<file path="src/rtl/pulse_counter_pkg.sv">
// Shared widths, default parameters and helpers for the pulse/push counter demo.
package pulse_counter_pkg;

  localparam int CNT_W               = 4;
  localparam int PULSE_DIV_DEF       = 8;
  localparam int DEBOUNCE_CYCLES_DEF = 4;
  localparam int PULSE_DIV_W         = $clog2(PULSE_DIV_DEF);
  localparam int DEBOUNCE_W          = $clog2(DEBOUNCE_CYCLES_DEF);

  typedef logic [CNT_W-1:0] cnt_t;

  typedef enum logic {
    LVL_RELEASED = 1'b0,
    LVL_PRESSED  = 1'b1
  } level_e;

  // A counter spanning 0..n-1 needs clog2(n) bits, but never fewer than one.
  function automatic int widthFor(input int n);
    return (n > 1) ? $clog2(n) : 1;
  endfunction

endpackage

</file>
<file path="src/rtl/pulse.sv">
// Clock divider producing a registered one-clock strobe every PULSE_DIV clocks.
module pulse
  import pulse_counter_pkg::*;
#(
  parameter int PULSE_DIV = PULSE_DIV_DEF
) (
  input  logic i_clk,
  input  logic i_rst,
  output logic o_pulse
);

  localparam int            DIV_W = widthFor(PULSE_DIV);
  localparam logic [DIV_W-1:0] LAST = DIV_W'(PULSE_DIV - 1);

  logic [DIV_W-1:0] r_div_cnt;
  logic             r_pulse;

  always_ff @(posedge i_clk or posedge i_rst) begin
    if (i_rst) begin
      r_div_cnt <= '0;
      r_pulse   <= 1'b0;
    end else begin
      r_pulse   <= (r_div_cnt == LAST);
      r_div_cnt <= (r_div_cnt == LAST) ? '0 : r_div_cnt + DIV_W'(1);
    end
  end

  assign o_pulse = r_pulse;

endmodule

</file>
<file path="src/rtl/push_sw.sv">
// Push detector: conditions its input and counts rising edges of the resulting level.
// PUSH_LOOPBACK_EN bypasses the synchronizer/debouncer and edge-detects i_src directly.
module push_sw
  import pulse_counter_pkg::*;
#(
  parameter int DEBOUNCE_CYCLES = DEBOUNCE_CYCLES_DEF
) (
  input  logic             i_clk,
  input  logic             i_rst,
  input  logic             i_src,
  output logic [CNT_W-1:0] o_push_reg
);

  logic w_level;
  logic r_prev;
  cnt_t r_push;

`ifdef PUSH_LOOPBACK_EN
  assign w_level = i_src;
`else
  sync_debounce #(
    .DEBOUNCE_CYCLES(DEBOUNCE_CYCLES)
  ) u_sync_debounce (
    .i_clk  (i_clk),
    .i_rst  (i_rst),
    .i_din  (i_src),
    .o_level(w_level)
  );
`endif

  always_ff @(posedge i_clk or posedge i_rst) begin
    if (i_rst) begin
      r_prev <= 1'b0;
      r_push <= '0;
    end else begin
      r_prev <= w_level;
      if (w_level && !r_prev) begin
        r_push <= r_push + CNT_W'(1);
      end
    end
  end

  assign o_push_reg = r_push;

endmodule

</file>
<file path="src/rtl/ripple_carry_counter.sv">
// Synchronous modulo-16 counter advanced by an enable strobe in the i_clk domain.
module ripple_carry_counter
  import pulse_counter_pkg::*;
(
  input  logic             i_clk,
  input  logic             i_rst,
  input  logic             i_en,
  output logic [CNT_W-1:0] o_count
);

  cnt_t r_count;

  always_ff @(posedge i_clk or posedge i_rst) begin
    if (i_rst) begin
      r_count <= '0;
    end else if (i_en) begin
      r_count <= r_count + CNT_W'(1);
    end
  end

  assign o_count = r_count;

endmodule

</file>
<file path="src/rtl/sync_debounce.sv">
// Two-flop synchronizer followed by a mismatch-counting debouncer; outputs the stable level.
module sync_debounce
  import pulse_counter_pkg::*;
#(
  parameter int DEBOUNCE_CYCLES = DEBOUNCE_CYCLES_DEF
) (
  input  logic i_clk,
  input  logic i_rst,
  input  logic i_din,
  output logic o_level
);

  localparam int              DB_W = widthFor(DEBOUNCE_CYCLES);
  localparam logic [DB_W-1:0] LAST = DB_W'(DEBOUNCE_CYCLES - 1);

  logic            r_sync1;
  logic            r_sync2;
  level_e          r_stable;
  logic [DB_W-1:0] r_cnt;

  level_e          w_stable_nxt;
  logic [DB_W-1:0] w_cnt_nxt;
  logic            w_mismatch;
  logic            w_accept;

  always_ff @(posedge i_clk or posedge i_rst) begin
    if (i_rst) begin
      r_sync1  <= 1'b0;
      r_sync2  <= 1'b0;
      r_stable <= LVL_RELEASED;
      r_cnt    <= '0;
    end else begin
      r_sync1  <= i_din;
      r_sync2  <= r_sync1;
      r_stable <= w_stable_nxt;
      r_cnt    <= w_cnt_nxt;
    end
  end

  always_comb begin
    w_stable_nxt = r_stable;
    w_cnt_nxt    = '0;
    w_mismatch   = (r_sync2 != logic'(r_stable));
    w_accept     = w_mismatch && (r_cnt == LAST);
    if (w_accept) begin
      w_stable_nxt = level_e'(~logic'(r_stable));
    end else if (w_mismatch) begin
      w_cnt_nxt = r_cnt + DB_W'(1);
    end
  end

  // The accepting mismatch clock already presents the new level, so the level
  // changes on the clock the counter fills rather than one clock later.
  assign o_level = logic'(r_stable) ^ w_accept;

endmodule

</file>
<file path="src/rtl/pulse_push_counter.sv">
// CPLD demo top: divider strobe, strobe counter and debounced push-button counter.
// Define PUSH_LOOPBACK_EN to feed the push detector from the strobe instead of the button.
module pulse_push_counter
  import pulse_counter_pkg::*;
#(
  parameter int PULSE_DIV       = PULSE_DIV_DEF,
  parameter int DEBOUNCE_CYCLES = DEBOUNCE_CYCLES_DEF
) (
  input  logic             i_clk,
  input  logic             i_rst,
  input  logic             i_push_button,
  output logic             o_pulse,
  output logic [CNT_W-1:0] o_count,
  output logic [CNT_W-1:0] o_push_reg
);

  logic w_pulse;
  logic w_push_src;

`ifdef PUSH_LOOPBACK_EN
  logic w_unused_button;
  assign w_unused_button = i_push_button;
  assign w_push_src      = w_pulse;
`else
  assign w_push_src = i_push_button;
`endif

  pulse #(
    .PULSE_DIV(PULSE_DIV)
  ) u_pulse (
    .i_clk  (i_clk),
    .i_rst  (i_rst),
    .o_pulse(w_pulse)
  );

  ripple_carry_counter u_ripple_carry_counter (
    .i_clk  (i_clk),
    .i_rst  (i_rst),
    .i_en   (w_pulse),
    .o_count(o_count)
  );

  push_sw #(
    .DEBOUNCE_CYCLES(DEBOUNCE_CYCLES)
  ) u_push_sw (
    .i_clk     (i_clk),
    .i_rst     (i_rst),
    .i_src     (w_push_src),
    .o_push_reg(o_push_reg)
  );

  assign o_pulse = w_pulse;

endmodule

</file>
<file path="config.mk">
export PLATFORM = sky130hd
export DESIGN_NAME = pulse_push_counter
export DESIGN_NICKNAME = d
export VERILOG_FILES = /design/src/rtl/pulse_counter_pkg.sv /design/src/rtl/pulse.sv /design/src/rtl/push_sw.sv /design/src/rtl/ripple_carry_counter.sv /design/src/rtl/sync_debounce.sv /design/src/rtl/pulse_push_counter.sv
export SDC_FILE = /design/constraint.sdc
export NUM_CORES = 1
export LEC_CHECK = 0
export CORE_UTILIZATION = 45
export CTS_CLUSTER_DIAMETER = 40
export DETAILED_ROUTE_END_ITERATION = 6
export DONT_BUFFER_PORTS = 1
export HOLD_SLACK_MARGIN = 0.1
export PLACE_DENSITY_LB_ADDON = 0.08
export SYNTH_ARGS = -nofsm -noshare
export SYNTH_HDL_FRONTEND = slang
export SYNTH_SLANG_ARGS = --single-unit
</file>
<file path="constraint.sdc">
create_clock -name i_clk -period 1.3 [get_ports i_clk]
set_input_delay 0.195 -clock i_clk [delete_from_list [all_inputs] [get_ports i_clk]]
set_output_delay 0.195 -clock i_clk [all_outputs]
set_load 0.01 [all_outputs]
</file>
# Yosys cells after proc, flatten, opt, wreduce, memory -nomap -nowiden
# Index checks and enable logic that the tools add are counted.
# classes
n_addsub	4
eq_ne	3
muxes	3
bitwise	2
reduce_logical	3
# ops
operator	count
$add 4x1->4 const B	2
$mux 2	2
$add 3x1->3 const B	1
$eq 3x3->1 const B	1
$mux 3	1
$add 2x1->2 const B	1
$eq 2x2->1 const B	1
$logic_and 1x1->1	2
$logic_not 1->1	1
$ne 1x1->1	1
$not 1->1	1
$xor 1x1->1	1
# totals
ff_bits	18
inputBits	3
output_inout_bits	9
elab_cells	24

# Depth between registers and ports, before layout
# Gate-level depths: netlist (run 1).
# logic_depth
word_depth	4
depth_mapped	4
depth_no_buf	4

# Hierarchy
# Synthesis (run 1) repeated with hierarchy kept, for this count alone.
# hier_totals
cells_unflattened	46
area_unflattened_um2	689.4
# modules_own_cells
mod	n_inst	cells_each	area_per_inst_um2	seq_area_each_um2
push_sw	1	14	202.7	125.1
sync_debounce	1	12	190.2	125.1
ripple_carry_counter	1	12	163.9	100.1
pulse	1	8	132.6	100.1

# Least setup slack after synthesis (run 1)
# No wires, ideal clock.
# synth_path
kind	register to register
from	register u_push_sw.u_sync_debounce.r_cnt[0]
to	register u_push_sw.r_push[1], in the netlist u_push_sw.o_push_reg[1]
setup_time_ps	125
t_arrival_ps	1235
required_time_ps	1175
path_slack_ps	-60
path_stages_with_launch	5
n_path_buf	0
synth_period_minus_slack_ps	1360
path_cell_list	dfrtp_1 > ha_1 > mux2i_2 > nor2_2 > mux2_4
# synth_via
elab_chain_len	4
# synth_rtl
item	line	source
start, declared	sync_debounce.sv:19	logic [DB_W-1:0] r_cnt;
start signal, assigned	sync_debounce.sv:36	r_cnt <= w_cnt_nxt;
$eq 2x2->1	sync_debounce.sv:44	w_accept = w_mismatch && (r_cnt == LAST);
$logic_and 1x1->1	sync_debounce.sv:44	
$xor 1x1->1	sync_debounce.sv:54	assign o_level = logic'(r_stable) ^ w_accept;
$logic_and 1x1->1	push_sw.sv:37	if (w_level && !r_prev) begin
end signal, assigned	push_sw.sv:38	r_push <= r_push + CNT_W'(1);
end, declared	push_sw.sv:16	cnt_t r_push;
# No other way between the ends.
# A chain may end at the register's enable or synchronous reset.

# Worst setup path in the final report (run 1)
# layout_path
from	register u_push_sw.u_sync_debounce.r_cnt[0]
to	register u_push_sw.r_push[3], in the netlist u_push_sw.o_push_reg[3]
# Same word-level chain as after synthesis.

==> results.sh, run 1 <==
export IMPL_portBuffers=0
export IMPL_cts_htree_levels=1
export IMPL_path_class="flop to flop"
export IMPL_fin_worst_skew_ns=0.00956
export IMPL_syn_cell_area_sq_um=682
export IMPL_grt_max_degree=19
export IMPL_failed_checks="negative setup slack"
export IMPL_r2r_end="u_push_sw.o_push_reg[3]"
export IMPL_drt_iter0_markers=1
export IMPL_crit_required_ns=1.47
export IMPL_grt_first_pass_wirelength_mm=1.66
export IMPL_syn_num_nets=54
export IMPL_setup_ws_ns=-0.0709
export IMPL_detailed_place_hpwl_microns=809
export IMPL_crit_end="u_push_sw.o_push_reg[3]"
export IMPL_drt_wl_total_mm=1.08
export IMPL_yosysSeqAreaShare_pct=66.1
export IMPL_status="finished with violations"
export IMPL_num_vias=371
export IMPL_relSlewSlack_pct=55.7
export IMPL_ys_ff_latch=18
export IMPL_grt_util_all_layers_pct=16.4
export IMPL_nets=65
export IMPL_tightest_slew_ns=0.664
export IMPL_max_freq_mhz=729
export IMPL_chipWidth_microns=40.9
export IMPL_hold_class="flop to flop"
export IMPL_vias_per_cell=5.23
export IMPL_peakVddDrop_uv=962
export IMPL_rsz0062_at_grt="true"
export IMPL_finalSetupViolations=3
export IMPL_post_dp_cell_area_sq_um=733
export IMPL_n_fill_cell=114
export IMPL_start_kind="flop"
export IMPL_die_area_sq_um=1670
export IMPL_critPathLaunch="u_push_sw.u_sync_debounce.r_cnt[0]"
export IMPL_period_share_pct=105
export IMPL_post_cts_setup_buffers=0
export IMPL_whs_ns=0.359
export IMPL_overflow=0
export IMPL_fin_area_sq_um=806
export IMPL_cts_buffer_depth=2
export IMPL_grt_pass1_vias=399
export IMPL_cts_tree="done"
export IMPL_yosysWarningCount=0
export IMPL_p_leak_nw=0.393
export IMPL_powerDensity_nw_per_um2=1950
export IMPL_crit_arrival_ns=1.54
export IMPL_wl_per_cell_microns=15.2
export IMPL_num_io_pins=12
export IMPL_end_kind="flop"
export IMPL_reg2reg_setup_slack_ns=-0.07
export IMPL_n_antenna_cell=0
export IMPL_hold_viol_final=0
export IMPL_ant_nets=0
export IMPL_fin_setup_tns_ns=-0.212
export IMPL_syn_inst=46
export IMPL_power_mw=1.57
export IMPL_core_rowCount=13
export IMPL_worstPathMaxFanout=3
export IMPL_syn2layout_area_growth_pct=18.2
export IMPL_cts_sinks=18
export IMPL_worstReg2RegStart="u_push_sw.u_sync_debounce.r_cnt[0]"
export IMPL_clk_pin_slew_ns=0.10
export IMPL_cap_violations=0
export IMPL_die_h_microns=40.9
export IMPL_synth_avg_cell_area_sq_um=14.8
export IMPL_antenna_found_initial=0
export IMPL_drt_pass1_iter_count=2
export IMPL_initial_utilization_pct=50.5
export IMPL_hold_path_depth=0
export IMPL_core_area_sq_um=1350
export IMPL_cts_buffers=3
export IMPL_drc_errors=0
export IMPL_reg2reg_depth=5
export IMPL_place_gp_congestion=0.663
export IMPL_synth_cell_types=16
export IMPL_drive_gt1_share_pct=26.8
export IMPL_cts_root_buf="clkbuf_4"
export IMPL_clk_latency_ns=0.29
export IMPL_drv_slew=0
export IMPL_period_needed_ns=1.37
[how the worst min path moves through the flow]
stage | startpoint | end | slack [ns]
CTS | u_push_sw.u_sync_debounce.r_sync1 | u_push_sw.u_sync_debounce.r_sync2 | 0.36
floorplan | i_rst | u_pulse.o_pulse | 0.13
detailed placement | i_rst | u_pulse.r_div_cnt[1] | 0.21
global placement | i_rst | u_pulse.r_div_cnt[0] | 0.18
finish | u_push_sw.u_sync_debounce.r_sync1 | u_push_sw.u_sync_debounce.r_sync2 | 0.36
global route | u_push_sw.u_sync_debounce.r_sync1 | u_push_sw.u_sync_debounce.r_sync2 | 0.36
[metal layers]
| layer | up-vias | track usage [%] | wire, microns | part of all wire (%) |
|---|---|---|---|---|
| met5 | - | 0 | 0 | 0 |
| met4 | 0 | 10.0 | 0 | 0 |
| met3 | 0 | 7.07 | 58 | 5.4 |
| met2 | 10 | 26.2 | 556 | 51 |
| met1 | 191 | 17.9 | 466 | 43 |
| li1 | 170 | - | - | - |
[power by group]
part           switching [mW]  total (mW)  internal (mW)
sequential              0.140       0.825          0.685
clock                   0.160       0.330          0.170
combinational           0.190       0.418          0.227
[kinds of logic (layout without fill, tap and decap cells)]
logic type | after synthesis | after routing | share of synthesized area (%)
xor+xnor | 7 | 7 | 8.99
flops | 18 | 18 | 66.1
simple gates | 10 | 10 | 8.26
fa+ha+maj | 5 | 5 | 9.17
mux | 3 | 3 | 5.87
buf+inv | 3 | 13 | 1.65
[Yosys cell counts]
cell type / count / area share (%)
mux2_2: 1 / 1.7
nor2_2: 1 / 0.92
mux2_4: 1 / 2.2
nor2b_1: 1 / 0.92
inv_1: 3 / 1.7
nor2_1: 1 / 0.55
dfrtp_1: 18 / 66
xnor2_1: 3 / 3.9
ha_1: 5 / 9.2
nor3b_1: 2 / 2.2
nor3_1: 2 / 1.5
nand2_1: 1 / 0.55
xor2_1: 4 / 5.1
nand4_1: 1 / 0.92
mux2i_2: 1 / 2.0
nand3_1: 1 / 0.73
[stage by stage]
step	std cells	utilization [%]	setup slack [ns]
floorplan	46	-	-0.0267
finish	71	59.7	-0.0709
global route	71	59.7	-0.103
global placement	65	54.3	-0.0489
CTS	71	59.2	-0.0786
detailed placement	65	54.3	-0.113
[critical path, stage by stage, from the launching register on]
cell     delay, ns
dfrtp_1       0.37
ha_2          0.21
mux2i_2       0.29
buf_4         0.19
nor3_2        0.05
xor2_1        0.14
[layout by cell type, fill, tap and decap left out, types with 2 or more instances in the layout]
cell type      instances
buf_4                  4
dfrtp_1               18
clkbuf_4               3
xnor2_1                3
xor2_1                 4
inv_1                  3
ha_1                   4
dlygate4sd3_1          2
[area by class of cell]
class                      count  area [sq um]  share of cell area (%)
clock buffer                   4          36.3                    4.50
multi-input combinational     25           239                    29.7
tap                           15          18.8                    2.33
inverter                       3          11.3                    1.40
timing repair buffer           6          50.0                    6.21
sequential                    18           450                    55.9
[repair_timing]
action                                  4_1_cts  5_1_grt
endpoints found under the setup margin        3        3
hold endpoints to repair                     19        0
gates resized for setup                       2        1
pin swaps                                     0        1
hold buffers                                  2        0
No activity file was read; power rests on OpenSTA's default activity.
==> inputs of run 2 (changes only) <==
--- a/config.mk
+++ b/config.mk
@@ -11,6 +11,7 @@
 export DONT_BUFFER_PORTS = 1
 export HOLD_SLACK_MARGIN = 0.1
 export PLACE_DENSITY_LB_ADDON = 0.08
+export SLEW_MARGIN = 40
 export SYNTH_ARGS = -nofsm -noshare
 export SYNTH_HDL_FRONTEND = slang
 export SYNTH_SLANG_ARGS = --single-unit
==> results of run 2 <==
Final layout, timing and power as in run 1 (identical DEF).
